## src/rtl/index_stack_pkg.sv

```systemverilog
// Shared constants and types for the LIFO index stack: default geometry
// plus the data and pointer types sized from those defaults.
package index_stack_pkg;

    localparam int DEF_WIDTH = 8;
    localparam int DEF_DEPTH = 8;
    localparam int DEF_IDX_W = $clog2(DEF_DEPTH);
    localparam int DEF_PTR_W = DEF_IDX_W + 1;

    typedef logic [DEF_WIDTH-1:0] data_t;
    typedef logic [DEF_PTR_W-1:0] ptr_t;

endpackage

```

## src/rtl/index_stack_if.sv

```systemverilog
// Push/pop/peek bus of the index stack; master drives requests, slave
// (the stack) returns data, occupancy and error status.
interface index_stack_if
    import index_stack_pkg::*;
#(
    parameter int WIDTH = DEF_WIDTH,
    parameter int DEPTH = DEF_DEPTH
) ();

    localparam int IDX_W = $clog2(DEPTH);
    localparam int CNT_W = $clog2(DEPTH + 1);

    logic             push_valid;
    logic             push_ready;
    logic [WIDTH-1:0] push_data;
    logic             pop_ready;
    logic             pop_valid;
    logic [WIDTH-1:0] pop_data;
    logic [IDX_W-1:0] peek_idx;
    logic [WIDTH-1:0] peek_data;
    logic             peek_err;
    logic [CNT_W-1:0] count;
    logic             full;
    logic             empty;
    logic             ovf_err;
    logic             unf_err;

    modport master (
        output push_valid, push_data, pop_ready, peek_idx,
        input  push_ready, pop_valid, pop_data, peek_data, peek_err,
               count, full, empty, ovf_err, unf_err
    );

    modport slave (
        input  push_valid, push_data, pop_ready, peek_idx,
        output push_ready, pop_valid, pop_data, peek_data, peek_err,
               count, full, empty, ovf_err, unf_err
    );

endinterface

```

## src/rtl/index_stack.sv

```systemverilog
// Register-based LIFO with simultaneous push/pop (replace-top), random
// peek below the top, and sticky overflow/underflow flags.
module index_stack
    import index_stack_pkg::*;
#(
    parameter int WIDTH = DEF_WIDTH,
    parameter int DEPTH = DEF_DEPTH
) (
    input  logic          clk,
    input  logic          reset_l,
    index_stack_if.slave  bus
);

    localparam int IDX_W = $clog2(DEPTH);
    localparam int PTR_W = IDX_W + 1;
    localparam int CNT_W = $clog2(DEPTH + 1);

    logic [WIDTH-1:0] mem_q [DEPTH];
    logic [PTR_W-1:0] ptr_q, ptr_d;
    logic             ovf_q, ovf_d;
    logic             unf_q, unf_d;

    logic             full_s;
    logic             empty_s;
    logic [IDX_W-1:0] top_idx_s;
    logic [IDX_W-1:0] peek_pos_s;
    logic             peek_err_s;
    logic             wr_en_s;
    logic [IDX_W-1:0] wr_idx_s;

    assign full_s    = (ptr_q == PTR_W'(DEPTH));
    assign empty_s   = (ptr_q == {PTR_W{1'b0}});
    assign top_idx_s = IDX_W'(ptr_q - PTR_W'(1));

    // Peek index is widened to the pointer width so an out-of-range index
    // is flagged instead of wrapping onto entries above the top.
    assign peek_err_s = ({1'b0, bus.peek_idx} >= ptr_q);
    assign peek_pos_s = IDX_W'(ptr_q - PTR_W'(1) - {1'b0, bus.peek_idx});

    assign bus.push_ready = ~full_s | bus.pop_ready;
    assign bus.pop_valid  = ~empty_s;
    assign bus.pop_data   = empty_s ? {WIDTH{1'b0}} : mem_q[top_idx_s];
    assign bus.peek_err   = peek_err_s;
    assign bus.peek_data  = peek_err_s ? {WIDTH{1'b0}} : mem_q[peek_pos_s];
    assign bus.count      = CNT_W'(ptr_q);
    assign bus.full       = full_s;
    assign bus.empty      = empty_s;
    assign bus.ovf_err    = ovf_q;
    assign bus.unf_err    = unf_q;

    // Next pointer, error flags and memory write port from the request pair.
    always_comb begin
        ptr_d    = ptr_q;
        ovf_d    = ovf_q;
        unf_d    = unf_q;
        wr_en_s  = 1'b0;
        wr_idx_s = ptr_q[IDX_W-1:0];
        case ({bus.push_valid, bus.pop_ready})
            2'b11: begin
                wr_en_s = 1'b1;
                if (empty_s) begin
                    ptr_d = ptr_q + PTR_W'(1);
                end else begin
                    wr_idx_s = top_idx_s;
                end
            end
            2'b10: begin
                if (full_s) begin
                    ovf_d = 1'b1;
                end else begin
                    wr_en_s = 1'b1;
                    ptr_d   = ptr_q + PTR_W'(1);
                end
            end
            2'b01: begin
                if (empty_s) begin
                    unf_d = 1'b1;
                end else begin
                    ptr_d = ptr_q - PTR_W'(1);
                end
            end
            default: begin
                ptr_d = ptr_q;
            end
        endcase
    end

    // Pointer and sticky error flags.
    always_ff @(posedge clk) begin
        if (!reset_l) begin
            ptr_q <= {PTR_W{1'b0}};
            ovf_q <= 1'b0;
            unf_q <= 1'b0;
        end else begin
            ptr_q <= ptr_d;
            ovf_q <= ovf_d;
            unf_q <= unf_d;
        end
    end

    // Entry storage; left uninitialised, only entries below ptr are visible.
    always_ff @(posedge clk) begin
        if (reset_l && wr_en_s) begin
            mem_q[wr_idx_s] <= bus.push_data;
        end else begin
            mem_q[wr_idx_s] <= mem_q[wr_idx_s];
        end
    end

endmodule

```

## src/flat_wrapper.sv

```systemverilog
// flat-port wrapper written by rule: the top's interface ports become plain ports
module index_stack_flat import index_stack_pkg::*;
#(
    parameter int WIDTH = DEF_WIDTH,
    parameter int DEPTH = DEF_DEPTH
)
  (clk, reset_l, bus_push_valid, bus_push_data, bus_pop_ready, bus_peek_idx, bus_push_ready, bus_pop_valid, bus_pop_data, bus_peek_data, bus_peek_err, bus_count, bus_full, bus_empty, bus_ovf_err, bus_unf_err);
  index_stack_if #(.WIDTH(WIDTH), .DEPTH(DEPTH)) bus_i ();
  input  logic clk;
  input  logic reset_l;
  input wire logic [$bits(bus_i.push_valid)-1:0] bus_push_valid;
  input wire logic [$bits(bus_i.push_data)-1:0] bus_push_data;
  input wire logic [$bits(bus_i.pop_ready)-1:0] bus_pop_ready;
  input wire logic [$bits(bus_i.peek_idx)-1:0] bus_peek_idx;
  output wire logic [$bits(bus_i.push_ready)-1:0] bus_push_ready;
  output wire logic [$bits(bus_i.pop_valid)-1:0] bus_pop_valid;
  output wire logic [$bits(bus_i.pop_data)-1:0] bus_pop_data;
  output wire logic [$bits(bus_i.peek_data)-1:0] bus_peek_data;
  output wire logic [$bits(bus_i.peek_err)-1:0] bus_peek_err;
  output wire logic [$bits(bus_i.count)-1:0] bus_count;
  output wire logic [$bits(bus_i.full)-1:0] bus_full;
  output wire logic [$bits(bus_i.empty)-1:0] bus_empty;
  output wire logic [$bits(bus_i.ovf_err)-1:0] bus_ovf_err;
  output wire logic [$bits(bus_i.unf_err)-1:0] bus_unf_err;
  assign bus_i.push_valid = bus_push_valid;
  assign bus_i.push_data = bus_push_data;
  assign bus_i.pop_ready = bus_pop_ready;
  assign bus_i.peek_idx = bus_peek_idx;
  assign bus_push_ready = bus_i.push_ready;
  assign bus_pop_valid = bus_i.pop_valid;
  assign bus_pop_data = bus_i.pop_data;
  assign bus_peek_data = bus_i.peek_data;
  assign bus_peek_err = bus_i.peek_err;
  assign bus_count = bus_i.count;
  assign bus_full = bus_i.full;
  assign bus_empty = bus_i.empty;
  assign bus_ovf_err = bus_i.ovf_err;
  assign bus_unf_err = bus_i.unf_err;
  index_stack #(.WIDTH(WIDTH), .DEPTH(DEPTH)) u_core (.clk(clk), .reset_l(reset_l), .bus(bus_i));
endmodule
```

## config.mk

```make
export PLATFORM = sky130hd
export DESIGN_NAME = index_stack_flat
export DESIGN_NICKNAME = d
export VERILOG_FILES = /design/src/rtl/index_stack_pkg.sv /design/src/rtl/index_stack_if.sv /design/src/rtl/index_stack.sv /design/src/flat_wrapper.sv
export SDC_FILE = /design/constraint.sdc
export NUM_CORES = 1
export LEC_CHECK = 0
export CORE_MARGIN = 4
export CORE_UTILIZATION = 35
export CTS_CLUSTER_DIAMETER = 150
export CTS_CLUSTER_SIZE = 25
export DETAILED_ROUTE_END_ITERATION = 10
export SETUP_SLACK_MARGIN = 0.5
export SYNTH_ARGS = -nofsm -noshare
export SYNTH_HDL_FRONTEND = slang
export SYNTH_SLANG_ARGS = --single-unit
```

## constraint.sdc

```tcl
create_clock -name clk -period 4.2 [get_ports clk]
set_clock_uncertainty 0.15 [all_clocks]
set_input_delay 0.63 -clock clk [delete_from_list [all_inputs] [get_ports clk]]
set_output_delay 0.63 -clock clk [all_outputs]
set_load 0.02 [all_outputs]
```

Yosys cells after proc, flatten, opt, wreduce, memory -nomap -nowiden
Memory sizes are Yosys's and may differ from the RTL's.
Index checks and enable logic that the tools add are counted.
{"block": "word_totals", "out_inout_bits": 27, "elab_cells": 41, "in_bits": 15, "memories": 1, "register_bits": 6, "ramBits": 64}
{"name": "u_core.mem_q", "depth": 8, "word_bits": 8, "rd": 2, "rd_clocked_by_memory_dff": 0, "wr": 1, "line": "index_stack.sv:18", "source": "logic [WIDTH-1:0] mem_q [DEPTH];"}
{"block": "classes", "bitwise_logic": 4, "n_mux": 14, "eq_ne": 8, "n_addsub": 3, "n_reduce_logical": 7, "n_lt_le_gt_ge": 1}
{"op": "$mux 8", "n": 3}
{"op": "$mux 4", "n": 3}
{"op": "$pmux 4 s3", "n": 1}
{"op": "$mux 3", "n": 2}
{"op": "$reduce_and 2->1", "n": 3}
{"op": "$add 4x1->4 const B", "n": 1}
{"op": "$eq 2x2->1 const B", "n": 2}
{"op": "$eq 4x4->1 const B", "n": 1}
{"op": "$ge 3x4->1", "n": 1}
{"op": "$logic_not 4->1", "n": 1}
{"op": "$mux 1", "n": 4}
{"op": "$ne 2x2->1 const B", "n": 2}
{"op": "$reduce_and 4->1", "n": 1}
{"op": "$sub 4x1->4 const B", "n": 1}
{"op": "$reduce_bool 3->1", "n": 1}
{"op": "$sub 3x3->3", "n": 1}
{"op": "$eq 2x1->1 const B", "n": 1}
{"op": "$ne 2x1->1 const B", "n": 1}
{"op": "$not 1->1", "n": 2}
{"op": "$or 1x1->1", "n": 2}
{"op": "$pmux 1 s2", "n": 1}
{"op": "$logic_and 1x1->1", "n": 1}
{"op": "$ne 0x0->1", "n": 1}

Longest topological paths before layout
Gate-level depths: netlist (run 1).
{"block": "depth", "word_depth": 7, "depth_mapped": 12, "depth_no_buf": 7}

Least setup slack after synthesis (run 1)
OpenSTA, ideal clock, no wires.
{"block": "synth_path", "path_type": "register -> output", "startpoint": "register u_core.ptr_q[0], in the netlist u_core.bus.count[0]", "endpoint": "output port bus_peek_data[4]", "path_stages_with_launch": 11, "required_time_ps": 3420, "setup_slack_ps": 409, "path_buffers": 4, "arrival_ps": 3011, "path_cell_list": "dfxtp_1 -> buf_2 -> buf_4 -> inv_1 -> ha_1 -> fa_1 -> buf_2 -> buf_1 -> mux4_2 -> mux2i_1 -> a21oi_1"}
{"block": "synth_between", "elab_chain_len": 4, "word_cells_on_any_way": 5, "cone_classes": "add/sub: 2; order compare: 1; mux: 1; memory: 1"}
{"item": "start: declaration", "line": "index_stack.sv:19", "source": "logic [PTR_W-1:0] ptr_q, ptr_d;"}
{"item": "start signal: assignment", "line": "index_stack.sv:91", "source": "ptr_q <= {PTR_W{1'b0}};"}
{"item": "start signal: assignment", "line": "index_stack.sv:95", "source": "ptr_q <= ptr_d;"}
{"item": "$sub 4x1->4", "line": "index_stack.sv:38", "source": "assign peek_pos_s = IDX_W'(ptr_q - PTR_W'(1) - {1'b0, bus.peek_idx});"}
{"item": "$sub 3x3->3", "line": "index_stack.sv:38"}
{"item": "$mem_v2 8x8"}
{"item": "$mux 8 (*)", "line": "index_stack.sv:44", "source": "assign bus.peek_data = peek_err_s ? {WIDTH{1'b0}} : mem_q[peek_pos_s];"}
{"item": "end: declaration", "line": "flat_wrapper.sv:18", "source": "output wire logic [$bits(bus_i.peek_data)-1:0] bus_peek_data;"}
Mark *: on every way between the ends. The rest lies on a longest branch, timed or not.

Worst setup path in the final report (run 1)
{"block": "layout_path", "startpoint": "input port bus_peek_idx[0]", "endpoint": "output port bus_peek_data[1]"}
{"block": "layout_between", "elab_chain_len": 3, "word_cells_on_any_way": 4, "cone_classes": "add/sub: 1; order compare: 1; mux: 1; memory: 1"}
{"item": "start: declaration", "line": "flat_wrapper.sv:14", "source": "input wire logic [$bits(bus_i.peek_idx)-1:0] bus_peek_idx;"}
{"item": "$sub 3x3->3", "line": "index_stack.sv:38"}
{"item": "$mem_v2 8x8"}
{"item": "$mux 8 (*)", "line": "index_stack.sv:44"}
Marked as above.

==> results of run 1 <==
[stage by stage]
| stage | setup WS (ns) | cell area [µm²] | std cells | hold WS (ns) |
|---|---|---|---|---|
| final | 0.4661 | 4472 | 416 | 0.3285 |
| after global routing | 0.3764 | 4472 | 416 | 0.3661 |
| after CTS | 0.4424 | 4484 | 416 | 0.3380 |
| after detailed placement | 0.1964 | 4252 | 400 | 0.3164 |
| after global placement | 0.1762 | 4252 | 400 | 0.3078 |
| after floorplan | 0.6488 | 3711 | 233 | 0.4429 |
[worst max-delay path: stages]
cell	delay (ns)
clkdlybuf4s50_1	0.43
ha_1	0.20
fa_2	0.60
buf_12	0.17
mux4_2	0.30
mux2i_1	0.24
a21oi_2	0.05
dlygate4sd2_1	0.33
[worst min-delay path by stage]
stage / slack (ns) / startpoint / endpoint
after global routing: 0.37 / u_core.bus.ovf_err / u_core.bus.ovf_err
after floorplan: 0.44 / u_core.bus.unf_err / u_core.bus.unf_err
final: 0.33 / u_core.bus.ovf_err / u_core.bus.ovf_err
after detailed placement: 0.32 / u_core.bus.ovf_err / u_core.bus.ovf_err
after CTS: 0.34 / u_core.bus.ovf_err / u_core.bus.ovf_err
after global placement: 0.31 / u_core.bus.ovf_err / u_core.bus.ovf_err
[logic make-up after synthesis]
family | count (synthesis) | share of synthesized area, %
flops | 70 | 55.49
fa+ha+maj | 7 | 2.584
mux | 43 | 22.58
xor+xnor | 6 | 2.449
simple gates | 48 | 6.529
buf+inv | 25 | 4.386
compound gates | 34 | 5.984
[registers in the layout, indices dropped and copies added (netlist names)]
signal / count
u_core.bus.count: 4
u_core.bus.ovf_err: 1
u_core.bus.unf_err: 1
u_core.mem_q: 64
[final cells by class]
| type | instances | area (µm²) | share of cell area, % |
|---|---|---|---|
| clock buffer | 9 | 123.9 | 2.770 |
| clock inverter | 7 | 103.9 | 2.322 |
| inverter | 8 | 32.53 | 0.7275 |
| multi-input combinational | 138 | 1531 | 34.25 |
| sequential | 70 | 2046 | 45.75 |
| tap | 136 | 170.2 | 3.805 |
| timing repair buffer | 48 | 464.2 | 10.38 |
[power groups by stage]
stage / clock network (W) / registers, W / logic (W)
detailed placement: 0 / 0.000840 / 0.00140
floorplan: 0 / 0.000840 / 0.000933
global placement: 0 / 0.000838 / 0.00140
CTS: 0.000626 / 0.000825 / 0.00139
global route: 0.000662 / 0.000831 / 0.00148
finish: 0.000618 / 0.000825 / 0.00137
[per-layer routing]
layer	GRT usage [%]	wire, µm
met3	3.123	433
met2	23.18	4273
met4	4.433	81
met5	0	0
met1	18.55	3491
[cells in the mapped netlist (2+ instances only)]
library cell / instances
a21o_1: 2
a21oi_1: 17
a22oi_1: 2
a31oi_1: 2
buf_2: 3
buf_4: 4
buf_6: 3
clkbuf_1: 3
clkbuf_4: 2
dfxtp_1: 6
edfxtp_1: 64
ha_1: 6
inv_1: 6
mux2i_1: 11
mux4_2: 32
nand2_1: 21
nand3_1: 2
nor2_1: 11
o21a_1: 2
o21ai_0: 2
xnor2_1: 3
==> out/metrics.yaml, run 1 <==
status: "finished, final reports clean"
clk_pin_slew_worst_paths_ns: 0.09
ys_warn_count: 0
core_um2: 10280
cts.root.buffer_cell: "clkbuf_8"
routed_via_density: 5.327
area.growth.synth_to_final_pct: 21.52
setup_tns_ns: 0
cts_made_buffers: 9
drive_above_1_share_pct: 30.36
htreeDepth: 3
worst_pin_slew_ns: 1.053
cp_max_fo: 15
ant_nets: 0
pwr-share-seq_pct: 29.3
drtIter0Drc: 134
ys_seq_elements: 70
final_common_cell: "edfxtp_1"
start_kind: "input pin"
synth_edf_count: 64
syn-cell-area_um2: 3680
die_area_um2: 12220
grt_pass1_wl_um: 13100
start_util_pct: 35.80
post_cts_resize_count: 16
wire_per_inst_um: 19.90
synth.area.top_cells: "edfxtp_1, mux4_2, dfxtp_1"
fmax_mhz: 267.8
syn-num-nets: 255
intPower_w: 0.001788
synthCells: 233
grt_max_degree: 28
clkSinkCount: 70
power_leakage_nw: 1.490
yosysSeqAreaShare_pct: 55.49
yosysTopAreaCellShare_pct: 52.23
firstDrtPassIters: 4
p_total_w: 0.002816
synth_top_flop_cell: "edfxtp_1"
layout.cells.most_common_list: "edfxtp_1, clkdlybuf4s50_1, mux4_2"
synth_top_area_cell: "edfxtp_1"
remaining_drc_errors: 0
cp-endpoint: "bus_peek_data[1]"
r2r_slack_ns: 1.01
rsz0062_at_grt: "yes"
ys_types: 50
postCtsSetupRepairBufs: 0
p_sw_share_pct: 36.49
async_flop_share_pct: 0
cap_violations: 0
hp-class: "reg2reg"
wl_um: 8279
grt_pass1_vias: 2300
setup_viol: 0
startpoint: "bus_peek_idx[0]"
timing.rr.start: "u_core.bus.count[1]"
dieWidth_um: 110.5
power.density_nw_per_um2: 629.6
globalplace.congestion: 0.7614
final_nets: 297
ir_drop_v: 0.0003581
end_kind: "primary output"
p_clk_share_pct: 21.9
required_ns: 3.42
clkLatencyLatePin_ns: 0.34
antenna_found_initial: 0
fp.dieH_um: 110.5
antennaDiodeCount: 0
post-route-util_pct: 43.51
power_frac_comb_pct: 48.8
period_share_pct: 88.90
rr_worst_depth: 6
min_period_ns: 3.734
fill_cells: 933
grt_usage_pct: 14.06
rows: 37
num_io_pins: 42
gr-total-overflow: 0
ctsLongestPathBuffers: 2
port-buffer-count: 41
switching_power_w: 0.001027
dp_hpwl_um: 5473
relSlewSlack_pct: 29.53
reg2reg_to: "u_core.mem_q[4][1]"
maxSlewViolCount: 0
num_vias: 2216
final_hold_viol_count: 0
cts_tree: "yes"
hold_buffers: 0
syn_avg_cell_area_um2: 15.79
cp.arrival_ns: 2.95
crit_type: "in2out"
hold_depth: 1
No activity file was read; power rests on OpenSTA's default activity.
==> run 2, diff against run 1 <==
--- a/config.mk
+++ b/config.mk
@@ -10,6 +10,7 @@
 export CTS_CLUSTER_DIAMETER = 150
 export CTS_CLUSTER_SIZE = 25
 export DETAILED_ROUTE_END_ITERATION = 10
+export MAX_ROUTING_LAYER = met4
 export SETUP_SLACK_MARGIN = 0.5
 export SYNTH_ARGS = -nofsm -noshare
 export SYNTH_HDL_FRONTEND = slang
==> run 2 against run 1 <==
Net effect: non-clock buffer count stayed put; critical path type unchanged; largest cell class unchanged; sequential power hardly changed; critical endpoint unchanged; first-iteration DRC count down 7.5%; register-to-register slack got worse by 0.02 ns; combinational power barely moved.
==> out/metrics.yaml, run 2 (synthesis gave the netlist of run 1 again) <==
rsz0062_at_grt: "yes"
min_period_ns: 3.731
area.growth.synth_to_final_pct: 21.52
required_ns: 3.42
grt_max_degree: 28
crit_type: "in2out"
clk_pin_slew_worst_paths_ns: 0.09
cap_violations: 0
hp-class: "reg2reg"
fill_cells: 933
grt_use_met3_pct: 2.959
ctsLongestPathBuffers: 2
die_area_um2: 12220
ant_nets: 0
worst_pin_slew_ns: 1.050
top_register: "u_core.mem_q"
period_share_pct: 88.83
relSlewSlack_pct: 29.74
grt_pass1_wl_um: 13100
clkSinkCount: 70
end_kind: "primary output"
cts_made_buffers: 9
routed_via_density: 5.344
remaining_drc_errors: 0
final_nets: 297
start_kind: "input pin"
grt_util_met1_pct: 18.58
grt-busiest-layer: "met2"
gr-total-overflow: 0
firstDrtPassIters: 4
port-buffer-count: 41
maxSlewViolCount: 0
start_util_pct: 35.80
setup_tns_ns: 0
rows: 37
antennaDiodeCount: 0
power_leakage_nw: 1.490
cp_max_fo: 15
dieWidth_um: 110.5
use_met2_pct: 23.22
power.density_nw_per_um2: 628.4
placed_area_um2: 4252
final_hold_viol_count: 0
final_common_cell: "edfxtp_1"
hold_slack_ns: 0.3283
fp.dieH_um: 110.5
num_vias: 2223
largest_reg_flops: 64
regArea_um2: 2046
grt_usage_pct: 14.46
status: "finished, final reports clean"
cp.arrival_ns: 2.95
setup_viol: 0
num_io_pins: 42
globalplace.congestion: 0.7714
htreeDepth: 3
postLayoutCellArea_um2: 4472
drtIter0Drc: 124
cts_tree: "yes"
antenna_found_initial: 0
layout.cells.most_common_list: "edfxtp_1, clkdlybuf4s50_1, mux4_2"
dp_slack_ns: 0.1964
cts.root.buffer_cell: "clkbuf_8"
wl_um: 8268
clkLatencyLatePin_ns: 0.34
drive_above_1_share_pct: 30.36
multi_input_area_um2: 1531
core_um2: 10280
layout_setup_ws_ns: 0.4692
wire_per_inst_um: 19.88
dp_hpwl_um: 5473
grt_pass1_vias: 2300
hold_buffers: 0
fmax_mhz: 268.0
ir_drop_v: 0.0003567
run 2: cell counts in the layout (fill, tap and decap cells not counted):
No cell type changed its count.
run 2: layer usage:
| metal | vias up | share of wire [%] |
|---|---|---|
| met5 | - | 0 |
| met4 | 0 | 1.1 |
| met3 | 10 | 6.2 |
| met2 | 75 | 51 |
| met1 | 1131 | 42 |
| li1 | 1007 | - |
run 2: cell type report:
cell class | count | share of cell area [%]
clock buffer | 9 | 2.770
clock inverter | 7 | 2.322
inverter | 8 | 0.7275
multi-input combinational | 138 | 34.25
sequential | 70 | 45.75
tap | 136 | 3.805
timing repair buffer | 48 | 10.38
run 2: repair_timing:
| item | 4_1_cts | 5_1_grt |
|---|---|---|
| endpoints found under the setup margin | 9 | 9 |
| endpoints found under the hold margin | 0 | 0 |
| buffers inserted | 0 | 0 |
| pin swaps | 0 | 0 |
| resized for setup | 16 | 15 |
run 2: per-stage QoR:
| stage | util, % | instances | power [W] |
|---|---|---|---|
| 3_3_place_gp | 41.37 | 400 | 0.002238 |
| 5_1_grt | 43.51 | 416 | 0.002968 |
| 6_report | 43.51 | 416 | 0.002810 |
| 2_1_floorplan | - | 233 | 0.001773 |
| 3_5_place_dp | 41.37 | 400 | 0.002240 |
| 4_1_cts | 43.63 | 416 | 0.002841 |
run 2: path summary, 6_finish.rpt:
kind | slack [ns] | start | depth (start not counted) | end
worst max-delay path | 0.47 | bus_peek_idx[0] | 8 | bus_peek_data[1]
worst min-delay path | 0.33 | u_core.bus.ovf_err | 1 | u_core.bus.ovf_err
worst max register to register | 0.99 | u_core.bus.count[1] | 6 | u_core.mem_q[4][1]
worst min register to register | 0.33 | u_core.bus.ovf_err | 1 | u_core.bus.ovf_err
run 2: worst max-delay path, stage by stage:
cell	delay (ns)
clkdlybuf4s50_1	0.43
ha_1	0.20
fa_2	0.60
buf_12	0.17
mux4_2	0.30
mux2i_1	0.24
a21oi_2	0.05
dlygate4sd2_1	0.33
run 2: report_power, final:
part	internal (W)	switching, W	total [W]
registers	0.000799	0.0000267	0.000825
clock network	0.000343	0.000273	0.000616
logic	0.000647	0.000722	0.00137
total	0.00179	0.00102	0.00281
